### src/rtl/organ_pkg.sv
// Shared organ definitions: PS/2 set-2 make codes and the key-repeat phase type.
package organ_pkg;

    localparam logic [7:0] ps2_none   = 8'h00;
    localparam logic [7:0] ps2_lshift = 8'h12;
    localparam logic [7:0] ps2_rshift = 8'h59;
    localparam logic [7:0] ps2_ctrl   = 8'h14;
    localparam logic [7:0] ps2_space  = 8'h29;
    localparam logic [7:0] ps2_comma  = 8'h41;
    localparam logic [7:0] ps2_period = 8'h49;

    typedef enum logic [1:0] {
        StIdle,
        StDelay,
        StRepeat
    } rpt_state_e;

    function automatic int unsigned max_u(input int unsigned a, input int unsigned b);
        return (a > b) ? a : b;
    endfunction

endpackage

### src/rtl/key_repeat.sv
// Key edge detector with hold-to-repeat: fires once on a new press, then after
// REPEAT_DELAY held cycles, then every REPEAT_PERIOD cycles. Space never repeats.
module key_repeat
    import organ_pkg::*;
#(
    parameter int unsigned REPEAT_DELAY  = 50_000_000,
    parameter int unsigned REPEAT_PERIOD = 10_000_000
) (
    input  logic       i_clk,
    input  logic       i_rst,
    input  logic [7:0] i_key,
    output logic       o_fire,
    output logic [7:0] o_fire_key
);

    localparam int unsigned CntMax = max_u(REPEAT_DELAY, REPEAT_PERIOD);
    localparam int unsigned CntW   = $clog2(CntMax + 1);

    localparam logic [CntW-1:0] DelayLast  = CntW'(REPEAT_DELAY - 1);
    localparam logic [CntW-1:0] PeriodLast = CntW'(REPEAT_PERIOD - 1);
    localparam logic [CntW-1:0] CntOne     = CntW'(1);

    logic [7:0]      r_key;
    rpt_state_e      r_state;
    logic [CntW-1:0] r_cnt;

    rpt_state_e      w_state_n;
    logic [CntW-1:0] w_cnt_n;
    logic            w_new_press;
    logic            w_tick;

    always_comb begin
        w_new_press = (i_key != ps2_none) && (i_key != r_key);
        w_tick      = 1'b0;
        w_state_n   = r_state;
        w_cnt_n     = r_cnt;

        if (i_key == ps2_none) begin
            w_state_n = StIdle;
            w_cnt_n   = '0;
        end else if (w_new_press) begin
            w_state_n = StDelay;
            w_cnt_n   = '0;
        end else begin
            case (r_state)
                StDelay: begin
                    if (r_cnt == DelayLast) begin
                        w_tick    = 1'b1;
                        w_state_n = StRepeat;
                        w_cnt_n   = '0;
                    end else begin
                        w_cnt_n = r_cnt + CntOne;
                    end
                end
                StRepeat: begin
                    if (r_cnt == PeriodLast) begin
                        w_tick  = 1'b1;
                        w_cnt_n = '0;
                    end else begin
                        w_cnt_n = r_cnt + CntOne;
                    end
                end
                default: begin
                end
            endcase
        end

        o_fire     = w_new_press || (w_tick && (i_key != ps2_space));
        o_fire_key = i_key;
    end

    always_ff @(posedge i_clk) begin
        if (i_rst) begin
            r_key   <= ps2_none;
            r_state <= StIdle;
            r_cnt   <= '0;
        end else begin
            r_key   <= i_key;
            r_state <= w_state_n;
            r_cnt   <= w_cnt_n;
        end
    end

endmodule

### src/rtl/octave_transpose_ctrl.sv
// Keyboard-driven octave offset and semitone transpose with saturation or
// semitone-to-octave carry, plus a one-cycle change pulse for the lookup stage.
module octave_transpose_ctrl
    import organ_pkg::*;
#(
    parameter int          OCT_W         = 3,
    parameter int          OCT_MIN       = -2,
    parameter int          OCT_MAX       = 2,
    parameter int          SEMI_W        = 5,
    parameter int          SEMI_MAX      = 11,
    parameter int          CARRY         = 0,
    parameter int unsigned REPEAT_DELAY  = 50_000_000,
    parameter int unsigned REPEAT_PERIOD = 10_000_000
) (
    input  logic                     i_clk,
    input  logic                     i_rst,
    input  logic [7:0]               i_key,
    output logic signed [OCT_W-1:0]  o_octave,
    output logic signed [SEMI_W-1:0] o_semitone,
    output logic                     o_changed,
    output logic                     o_oct_at_max,
    output logic                     o_oct_at_min
);

    if (OCT_MIN > 0 || OCT_MAX < 0) begin : g_chk_oct_order
        $error("octave range must contain zero");
    end
    if (OCT_MIN < -(2 ** (OCT_W - 1)) || OCT_MAX > (2 ** (OCT_W - 1)) - 1) begin : g_chk_oct_w
        $error("octave limits not representable in OCT_W bits");
    end
    if (SEMI_MAX < 0 || SEMI_MAX > (2 ** (SEMI_W - 1)) - 1) begin : g_chk_semi_w
        $error("SEMI_MAX not representable in SEMI_W bits");
    end
    if (REPEAT_DELAY < 1 || REPEAT_PERIOD < 1) begin : g_chk_repeat
        $error("repeat intervals must be at least one cycle");
    end

    // One extra bit of headroom so +/-1 on a limit value can never wrap.
    localparam logic signed [OCT_W:0]  OctMaxX  = (OCT_W + 1)'(OCT_MAX);
    localparam logic signed [OCT_W:0]  OctMinX  = (OCT_W + 1)'(OCT_MIN);
    localparam logic signed [OCT_W:0]  OctOne   = (OCT_W + 1)'(1);
    localparam logic signed [SEMI_W:0] SemiMaxX = (SEMI_W + 1)'(SEMI_MAX);
    localparam logic signed [SEMI_W:0] SemiMinX = (SEMI_W + 1)'(-SEMI_MAX);
    localparam logic signed [SEMI_W:0] SemiOne  = (SEMI_W + 1)'(1);

    logic signed [OCT_W-1:0]  r_octave;
    logic signed [SEMI_W-1:0] r_semitone;
    logic                     r_changed;

    logic                     w_fire;
    logic [7:0]               w_fire_key;
    logic signed [OCT_W:0]    w_oct_x;
    logic signed [SEMI_W:0]   w_semi_x;
    logic signed [OCT_W:0]    w_oct_n;
    logic signed [SEMI_W:0]   w_semi_n;
    logic                     w_changed_n;

    key_repeat #(
        .REPEAT_DELAY (REPEAT_DELAY),
        .REPEAT_PERIOD(REPEAT_PERIOD)
    ) u_key_repeat (
        .i_clk     (i_clk),
        .i_rst     (i_rst),
        .i_key     (i_key),
        .o_fire    (w_fire),
        .o_fire_key(w_fire_key)
    );

    always_comb begin
        w_oct_x  = {r_octave[OCT_W-1], r_octave};
        w_semi_x = {r_semitone[SEMI_W-1], r_semitone};
        w_oct_n  = w_oct_x;
        w_semi_n = w_semi_x;

        if (w_fire) begin
            case (w_fire_key)
                ps2_lshift, ps2_rshift: begin
                    if (w_oct_x != OctMaxX) w_oct_n = w_oct_x + OctOne;
                end
                ps2_ctrl: begin
                    if (w_oct_x != OctMinX) w_oct_n = w_oct_x - OctOne;
                end
                ps2_period: begin
                    if (w_semi_x != SemiMaxX) begin
                        w_semi_n = w_semi_x + SemiOne;
                    end else if (CARRY != 0 && w_oct_x != OctMaxX) begin
                        w_semi_n = '0;
                        w_oct_n  = w_oct_x + OctOne;
                    end
                end
                ps2_comma: begin
                    if (w_semi_x != SemiMinX) begin
                        w_semi_n = w_semi_x - SemiOne;
                    end else if (CARRY != 0 && w_oct_x != OctMinX) begin
                        w_semi_n = '0;
                        w_oct_n  = w_oct_x - OctOne;
                    end
                end
                ps2_space: begin
                    w_oct_n  = '0;
                    w_semi_n = '0;
                end
                default: begin
                end
            endcase
        end

        w_changed_n = (w_oct_n != w_oct_x) || (w_semi_n != w_semi_x);
    end

    always_ff @(posedge i_clk) begin
        if (i_rst) begin
            r_octave   <= '0;
            r_semitone <= '0;
            r_changed  <= 1'b0;
        end else begin
            r_octave   <= w_oct_n[OCT_W-1:0];
            r_semitone <= w_semi_n[SEMI_W-1:0];
            r_changed  <= w_changed_n;
        end
    end

    assign o_octave     = r_octave;
    assign o_semitone   = r_semitone;
    assign o_changed    = r_changed;
    assign o_oct_at_max = (w_oct_x == OctMaxX);
    assign o_oct_at_min = (w_oct_x == OctMinX);

endmodule

### config.mk
export PLATFORM = sky130hd
export DESIGN_NAME = octave_transpose_ctrl
export DESIGN_NICKNAME = d
export VERILOG_FILES = /design/src/rtl/organ_pkg.sv /design/src/rtl/key_repeat.sv /design/src/rtl/octave_transpose_ctrl.sv
export SDC_FILE = /design/constraint.sdc
export NUM_CORES = 1
export LEC_CHECK = 0
export CAP_MARGIN = 10
export CELL_PAD_IN_SITES_DETAIL_PLACEMENT = 0
export CELL_PAD_IN_SITES_GLOBAL_PLACEMENT = 1
export CORE_ASPECT_RATIO = 0.6
export CORE_MARGIN = 2
export CORE_UTILIZATION = 43
export DETAILED_ROUTE_END_ITERATION = 6
export DONT_BUFFER_PORTS = 1
export PLACE_DENSITY = 0.84
export REMOVE_ABC_BUFFERS = 1
export SKIP_LAST_GASP = 1
export SYNTH_ARGS = -nofsm -noshare
export SYNTH_HDL_FRONTEND = slang
export SYNTH_SLANG_ARGS = --single-unit
### constraint.sdc
create_clock -name i_clk -period 2.5 [get_ports i_clk]
set_clock_uncertainty 0.2 [all_clocks]
set_input_delay 0.5 -clock i_clk [delete_from_list [all_inputs] [get_ports i_clk]]
set_output_delay 0.5 -clock i_clk [all_outputs]
set_load 0.03 [all_outputs]
==> results.tsv, run 1 <==
metric	value	unit
crit_slowest_cell	or4b_4	
ir_drop	0.223	mV
pwr_density_cell	380	nW/um^2
max_slew.worst_pin.slew	0.464	ns
seq_area	911	sq um
r2r_slack	-0.06	ns
multi_input_area	1700	sq um
synth_top_cell_by_area	dfxtp_1	
cp_num_buf_inv	1	
hold_violations	0	
synth_edf_count	0	
cap_violations	0	
outcome	complete, but fails checks	
fin_nets	390	
max_freq	0.391	GHz
ys_top_cells_by_area	dfxtp_1, nor2_1, xnor2_1	
cp_cell_sequence	buf_4 > ha_1 > nand4b_1 > and2_1 > o221a_1 > a221o_1 > or4b_4 > o41ai_2 > a21oi_1	
rsz0062_at_grt	true	
cp-end-kind	flop	
netlist_area	2630	sq um
max_slew_margin	68.6	%
drt_iter0_markers	197	
p_switching	0.000270	W
area_delta_synth_final	26.8	%
ys_seq_area_share	34.2	%
die_area	6780	sq um
ys_ff_latch	45	
io_buffer_count	0	
crit_path_max_fanout	3	
start_util	43.9	%
drive_gt1_share	24.5	%
synth_top_flop_cell	dfxtp_1	
cts_hold_buf	0	
grt_pass1_wl	11100	um
tritoncts	built	
globalplace.congestion	0.926	
clockRootBuffer	clkbuf_8	
power.internal	0.000999	W
period_minus_slack	2.56	ns
yosys_warnings	0	
cts_buffers	5	
rows	22	
ys_async_sr_fraction	0	%
wl_per_cell	14.7	um
filler_cell_count	553	
dieHeight	64.6	um
grt_max_degree	27	
dr_total_vias	2463	
cts.htree.levels	2	
grt_usage	20.7	%
grt.overflow.total	0	
insertion_delay	0.30	ns
dp_slack	-0.473	ns
required	2.49	ns
worstSetupStartpointType	flop	
p_comb_share	3.6	%
syn_inst	313	
design.core.area	6000	sq um
min_path_type	input port to flop	
drv_slew	0	
clock_path_buffers	2	
leakagePower	1.28	nW
dpl.hpwl	5060	um
clkSinkCount	45	
max_stage_delay	0.50	ns
diodes	0	
postRouteAntennaNets	0	
grt_pass1_vias	2248	
post-route-period-util	102	%
wirelength	6700	um
dr.pass1.iters	4	
worst-setup-path-type	flop to flop	
path_clk_slew	0.08	ns
postSynthAreaPerCell	8.41	sq um
critPathTopFamily	simple AND/OR/NAND/NOR gates	
violations	negative setup slack	
netlist-cell-type-count	63	
crit_arrival	2.54	ns
whs	0.0614	ns
yosysTopAreaCellShare	34.2	%
swShare	21.3	%
io_pins	21	
clockPowerShare	39.2	%
antenna_found_initial	0	
vias_per_cell	5.40	
setup_viol	1	
route.detailed.drc	0	
setup_slack	-0.0571	ns
pwr-share-seq	57.2	%
die_w	105	um
## cell usage in the layout, fill, tap and decap left out, types with 3 or more instances in the layout
cell	synthesis	final
ha_1	9	8
dfxtp_1	45	41
nand3_1	13	13
mux2i_1	3	3
inv_1	10	10
nand2b_1	6	6
xnor2_1	19	19
and3_1	5	5
and2_1	5	5
buf_4	0	61
nor2b_1	12	12
o22ai_1	3	3
clkbuf_8	0	7
nor2_1	48	48
a21oi_1	11	11
nand2_1	17	17
nor3_1	7	7
xor2_1	15	15
nand4_1	9	9
a311oi_1	4	4
o21ai_0	6	5
nor4b_1	4	4
## power by group through the flow
stage,clock [W],sequential [W],combinational (W)
6_report,0.000497,0.000725,0.0000462
5_1_grt,0.000550,0.000727,0.0000497
4_1_cts,0.000518,0.000726,0.0000456
3_5_place_dp,0,0.000745,0.0000450
3_3_place_gp,0,0.000744,0.0000439
2_1_floorplan,0,0.000744,0.0000330
## final cells by class
cell class,instances,share of cell area (%)
multi-input combinational,246,51.0
sequential,45,27.3
timing repair buffer,62,14.3
tap,84,3.15
clock buffer,7,2.89
inverter,11,1.24
clock inverter,1,0.150
## routing by layer
layer,track usage [%],up-vias,wire (um)
met1,31.6,1160,3740
li1,-,1238,-
met5,0,-,0
met3,5.43,6,376
met4,6.33,0,69
met2,27.5,59,2520
## kinds of logic after synthesis
logic type | count (synthesis) | share of synthesized area (%)
AO/OA/AOI/OAI | 51 | 14.3
XOR/XNOR | 34 | 11.3
adder cells (fa/ha/maj) | 9 | 4.28
buffers and inverters | 22 | 3.52
flip-flops | 45 | 34.2
multiplexers | 4 | 1.57
AND/OR/NAND/NOR | 148 | 30.8
## metrics by stage
step	std cells	cell area [sq um]	total power, W	utilization, %	setup TNS [ns]
6_report	456	3340	0.00127	55.6	-0.0571
5_1_grt	456	3340	0.00133	55.6	-0.191
4_1_cts	455	3310	0.00129	55.2	-0.0297
3_5_place_dp	446	3150	0.000790	52.5	-0.728
3_3_place_gp	446	3150	0.000788	52.5	-0.483
2_1_floorplan	302	2580	0.000777	-	-0.510
## registers in the layout, indices dropped and copies added (netlist names)
register / count
o_changed: 1
o_octave: 3
o_semitone: 5
u_key_repeat.r_cnt: 26
u_key_repeat.r_key: 8
u_key_repeat.r_state: 2
## cell usage after synthesis (3+ instances only)
cell type,n
o21ai_0,6
nand3_1,13
dfxtp_1,45
nor4b_1,4
a311oi_1,4
xor2_1,15
nand2_1,17
a21oi_1,11
nand2b_1,6
or3_1,3
and3_1,5
nor2_1,48
o22ai_1,3
mux2i_1,3
ha_1,9
nor2b_1,12
and2_1,5
xnor2_1,19
nand4_1,9
inv_1,10
nor3_1,7
clkbuf_1,8
## final timing paths
| check | start | cells past startpoint | to |
|---|---|---|---|
| hold reg to reg | u_key_repeat.r_state[0] | 2 | u_key_repeat.r_state[0] |
| hold / removal | i_rst | 1 | o_changed |
| setup / recovery | o_semitone[0] | 9 | o_changed |
| setup reg to reg | o_semitone[0] | 9 | o_changed |
## what timing repair did
| action | CTS | global route |
|---|---|---|
| pin swaps | 5 | 4 |
| endpoints found under the setup margin | 7 | 6 |
| resized for setup | 14 | 4 |
| buffers inserted | 1 | 1 |
Power figures use the tool's default switching activity.
==> run 2, diff against run 1 <==
Settings changed: CORE_ASPECT_RATIO 0.6 to 0.75, MAX_ROUTING_LAYER set to met4.
==> results.tsv, run 2 (synthesized netlist as in run 1, its figures left out) <==
metric	value	unit	change
finalPower	0.00135	W	+6.2%
grt.overflow.total	0		unchanged
cp_cell_sequence	buf_4 > ha_1 > nand4b_1 > buf_4 > o22a_1 > a221o_1 > or4b_4 > o41ai_2 > a21oi_1		
globalplace.congestion	0.913		-1.4%
path_common_cell	buf_4		
setup_slack	-0.0425	ns	+0.0146 ns
most-common-layout-cells	buf_4, nor2_1, dfxtp_1		
insertion_delay	0.30	ns	about the same
diodes	0		unchanged
grt_max_degree	21		-22%
drv_slew	0		unchanged
r2r-start	o_semitone[0]		
cts_buffers	5		unchanged
reg2reg_to	o_changed		
cts_hold_buf	0		unchanged
dp_cells	438		-1.8%
violations	negative setup slack		
worstRegToRegCells	9		unchanged
max_freq	0.393	GHz	+0.57%
r2r_slack	-0.04	ns	about the same
period_minus_slack	2.54	ns	-0.0146 ns
rows	24		+9.1%
dieHeight	71.8	um	+11%
area_delta_synth_final	27.6	%	
max_slew_margin	76.3	%	+7.7 points
start_util	45.0	%	+1.1 points
min_to	o_octave[2]		
clockRootBuffer	clkbuf_8		
min_from	i_rst		
leakagePower	1.29	nW	+0.95%
outcome	complete, but fails checks		
cap_violations	0		unchanged
ir_drop	0.210	mV	-5.7%
min_path_cells	1		unchanged
crit_arrival	2.53	ns	about the same
min_path_type	input port to flop		
wl_per_cell	14.2	um	-3.5%
dp_slack	-0.323	ns	+0.151 ns
max_stage_delay	0.49	ns	about the same
worst-setup-path-type	flop to flop		
vias_per_cell	5.35		-0.92%
cp-end-kind	flop		
hold_violations	0		unchanged
worstSetupStartpointType	flop		
cts.htree.levels	2		unchanged
wirelength	6410	um	-4.3%
post-route-period-util	102	%	-0.58 points
crit_slowest_cell	or4b_4		
fin_nets	392		+0.51%
tritoncts	built		
clkSinkCount	45		unchanged
top_register	u_key_repeat.r_cnt		
design.core.area	5860	sq um	-2.4%
postRouteAntennaNets	0		unchanged
max_slew.worst_pin.slew	0.350	ns	-0.114 ns
crit_path_max_fanout	3		unchanged
die_area	6770	sq um	-0.20%
dr_total_vias	2419		-1.8%
dpl.hpwl	4760	um	-5.9%
io_buffer_count	0		unchanged
io_pins	21		unchanged
path_clk_slew	0.08	ns	about the same
grt_pass1_wl	10900	um	-2.0%
cp_num_buf_inv	2		+1
pwr_density_cell	401	nW/um^2	+5.5%
grt_usage	21.1	%	+0.44 points
setup_viol	1		unchanged
grt_pass1_vias	2300		+2.3%
mostFrequentLayoutCell	buf_4		
drive_gt1_share	25.9	%	+1.5 points
die_w	94.4	um	-10%
drt_iter0_markers	191		-3.0%
final_cells	452		-0.88%
required	2.48	ns	about the same
critPathTopFamily	compound AO/OA/AOI/OAI gates		
clock_path_buffers	2		unchanged
antenna_found_initial	0		unchanged
dr.pass1.iters	4		unchanged
largest_reg_flops	26		unchanged
route.detailed.drc	0		unchanged
rsz0062_at_grt	true		
[run 2: worst register-to-register path, delay by kind of cell (launching register included)]
family / cells / cell delay [ns]
AOI/OAI and AO/OA: 4 / 0.84
adders and majority gates: 1 / 0.13
buffers and inverters: 2 / 0.28
DFF: 1 / 0.38
and+or+nand+nor: 2 / 0.60
[run 2: per-stage QoR]
step | hold WS [ns] | cell area [sq um] | setup TNS, ns | util (%)
final | 0.0620 | 3360 | -0.0425 | 57.4
after global routing | 0.0448 | 3360 | -0.145 | 57.4
after CTS | 0.0500 | 3310 | -0.0173 | 56.5
after detailed placement | 0.302 | 3110 | -0.439 | 53.2
after global placement | 0.292 | 3110 | -0.441 | 53.2
after floorplan | 0.267 | 2580 | -0.510 | -
[run 2: power by group]
| part | total (W) | switching [W] | internal (W) |
|---|---|---|---|
| Sequential | 0.000726 | 0.00000386 | 0.000722 |
| Combinational | 0.0000443 | 0.0000170 | 0.0000273 |
| Clock | 0.000577 | 0.000251 | 0.000326 |
| Total | 0.00135 | 0.000272 | 0.00108 |
[run 2: worst max path at each step]
stage | end | start | depth (start not counted) | slack, ns
2_1_floorplan | o_changed | o_semitone[0] | 8 | -0.51
3_3_place_gp | o_changed | i_key[1] | 7 | -0.30
3_5_place_dp | o_changed | i_key[1] | 7 | -0.32
4_1_cts | o_changed | o_semitone[0] | 9 | -0.02
5_1_grt | o_changed | o_semitone[0] | 9 | -0.14
6_report | o_changed | o_semitone[0] | 9 | -0.04
[run 2: repair_timing]
| action | 4_1_cts | 5_1_grt |
|---|---|---|
| resized for setup | 12 | 10 |
| pin swaps | 3 | 4 |
| buffers inserted | 4 | 2 |
| setup endpoints to repair | 5 | 8 |
[run 2: cell type report]
cell class                      count  area, sq um
Fill cell                         535         2500
Multi-Input combinational cell    246         1710
Sequential cell                    45          911
Timing Repair Buffer               64          480
Tap cell                           78         97.6
Clock buffer                        7         86.3
Inverter                           11         41.3
Clock inverter                      1         30.0
[run 2: layer usage]
layer | up-vias | global-route usage, % | wire length, um
met5 | - | - | 0
met4 | 0 | 5.96 | 16
met3 | 2 | 4.63 | 429
met2 | 55 | 28.2 | 2630
met1 | 1130 | 31.6 | 3330
li1 | 1232 | - | -
==> run 3, diff against run 2 <==
Settings changed: ABC_AREA set to 1, CORE_UTILIZATION 43 to 41, CTS_BUF_LIST set to sky130_fd_sc_hd__clkbuf_16, PLACE_DENSITY 0.84 to 0.86.
==> results.tsv, run 3 <==
metric	value	unit	change
cap_violations	0		unchanged
grt_max_degree	27		+29%
final.setup.tns	0	ns	+0.0425 ns
largest_reg_flops	26		unchanged
ys_ff_latch	45		unchanged
max_slew.worst_pin.slew	0.448	ns	+0.0973 ns
tritoncts	built		
leakagePower	1.50	nW	+16%
area_delta_synth_final	10.4	%	
required	2.48	ns	about the same
design.core.area	7400	sq um	+26%
min_path_cells	1		unchanged
die_area	8450	sq um	+25%
cts.htree.levels	2		unchanged
netlist-cell-type-count	38		-40%
ys_seq_area_share	28.5	%	-5.8 points
globalplace.congestion	0.892		-2.3%
die_w	105	um	+12%
grt_pass1_wl	12500	um	+15%
dp_cells	620		+42%
path_clk_slew	0.06	ns	-0.02 ns
worst-setup-path-type	flop to flop		
synthTopCellsByCount	nand2_1, nor2_1, inv_1		
grt.overflow.total	0		unchanged
grt_usage	18.6	%	-2.5 points
netlist_area	3170	sq um	+20%
postSynthAreaPerCell	6.17	sq um	-27%
start_util	42.8	%	-2.2 points
crit_arrival	2.28	ns	-0.25 ns
cp-end-kind	flop		
cts_hold_buf	0		unchanged
pwr_density_cell	421	nW/um^2	+5.0%
postCtsSetupBuffers	0		-4
mostFrequentLayoutCell	nand2_1		
top_register	u_key_repeat.r_cnt		
yosys_warnings	0		unchanged
postRouteAntennaNets	0		unchanged
crit_path_max_fanout	4		+1
synth_top_cell_by_area	dfxtp_1		
synth_edf_count	0		unchanged
synth_top_flop_cell	dfxtp_1		
min_path_type	input port to flop		
max_freq	0.435	GHz	+11%
ir_drop	0.228	mV	+8.5%
cts_buffers	5		unchanged
hold_violations	0		unchanged
io_buffer_count	0		unchanged
setup_viol	0		-1
diodes	0		unchanged
grt_pass1_vias	2778		+21%
dpl.hpwl	5750	um	+21%
clock_path_buffers	2		unchanged
rows	27		+13%
dr_total_vias	3053		+26%
drive_gt1_share	10.9	%	-15 points
wirelength	7260	um	+13%
drv_slew	0		unchanged
post_cts_resize_count	0		-12
io_pins	21		unchanged
post-route-period-util	92.0	%	-9.7 points
max_slew_margin	69.9	%	-6.4 points
finalPower	0.00147	W	+9.3%
most-common-layout-cells	nand2_1, nor2_1, inv_1		
ys_top_cells_by_area	dfxtp_1, nand2_1, nor2_1		
dr.pass1.iters	4		unchanged
final_cells	626		+38%
insertion_delay	0.28	ns	-0.02 ns
drt_iter0_markers	142		-26%
clkSinkCount	45		unchanged
yosysMostFrequentCell	nand2_1		
wl_per_cell	11.6	um	-18%
vias_per_cell	4.88		-8.9%
worstSetupStartpointType	flop		
ys_async_sr_fraction	0	%	unchanged
yosysTopAreaCellShare	28.5	%	-5.8 points
outcome	complete, no violations		
dieHeight	80.1	um	+12%
worstRegToRegCells	18		+9
fin_nets	545		+39%
syn_inst	513		+64%
antenna_found_initial	0		unchanged
rsz0062_at_grt	true		
clockRootBuffer	clkbuf_16		
route.detailed.drc	0		unchanged
period_minus_slack	2.30	ns	-0.243 ns
whs	0.0787	ns	+0.0167 ns
r2r_slack	0.20	ns	+0.24 ns
==> run 3: cell count changes after synthesis, moves of 10 or more <==
cell,before,now
nor2_1,48,104
xnor2_1,19,4
nand3_1,13,38
nor2_2,0,10
inv_1,10,63
nand2_1,17,123
nor2b_1,12,0
==> run 3: path summary, 6_finish.rpt <==
path | startpoint | endpoint
max | u_key_repeat.r_state[0] | u_key_repeat.r_cnt[25]
min reg2reg | u_key_repeat.r_cnt[19] | u_key_repeat.r_cnt[19]
min | i_rst | u_key_repeat.r_key[0]
max reg2reg | u_key_repeat.r_state[0] | u_key_repeat.r_cnt[25]
==> run 3: worst max-delay path: stages, from the launching register on <==
cell and delay, ns:
dfxtp_2 0.34, inv_1 0.07, ha_4 0.25, inv_2 0.07
nand2_4 0.05, nor2_4 0.10, nand2_2 0.09, nor2_4 0.12
nand3_2 0.11, nor2_4 0.13, nand2_2 0.07, inv_2 0.08
nand3_2 0.07, nor2_2 0.12, nand2_2 0.07, nor2_2 0.09
nand2_1 0.05, nand2_1 0.06, nor2_1 0.04
==> run 3: through the flow <==
stage	cell area, sq um	util, %	worst slack, ns
finish	3500	47.3	0.200
global route	3500	47.3	-0.0385
CTS	3480	47.0	0.0800
detailed placement	3350	45.2	0.0821
global placement	3350	45.2	0.154
floorplan	3100	-	0.121
==> run 3: per-layer routing <==
layer | track usage [%] | up-vias | share of wire, %
li1 | - | 1641 | -
met1 | 26.2 | 1352 | 55
met2 | 27.1 | 56 | 38
met3 | 4.30 | 4 | 5.7
met4 | 3.60 | 0 | 0.76
met5 | - | - | 0
==> run 3: logic make-up after synthesis <==
kind of cell             Yosys count  synth area share, %
AND/OR/NAND/NOR                  316                 43.9
XOR/XNOR                          18                 4.98
adder cells (fa/ha/maj)            9                 3.56
flip-flops                        45                 28.5
AO/OA/AOI/OAI                     46                 8.85
buffers and inverters             79                 10.3
==> run 3: cell type report <==
class                           count  area, sq um
Timing Repair Buffer               16          120
Clock buffer                        5          125
Sequential cell                    45          903
Inverter                           69          259
Fill cell                         773         3900
Multi-Input combinational cell    389         1960
Tap cell                          101          126
Clock inverter                      1         5.00
==> run 3: power by group <==
part | total [W] | internal (W) | switching, W | leakage, nW
sequential | 0.000746 | 0.000731 | 0.0000150 | 0.366
combinational | 0.000113 | 0.0000441 | 0.0000686 | 1.07
clock | 0.000613 | 0.000357 | 0.000256 | 0.0655
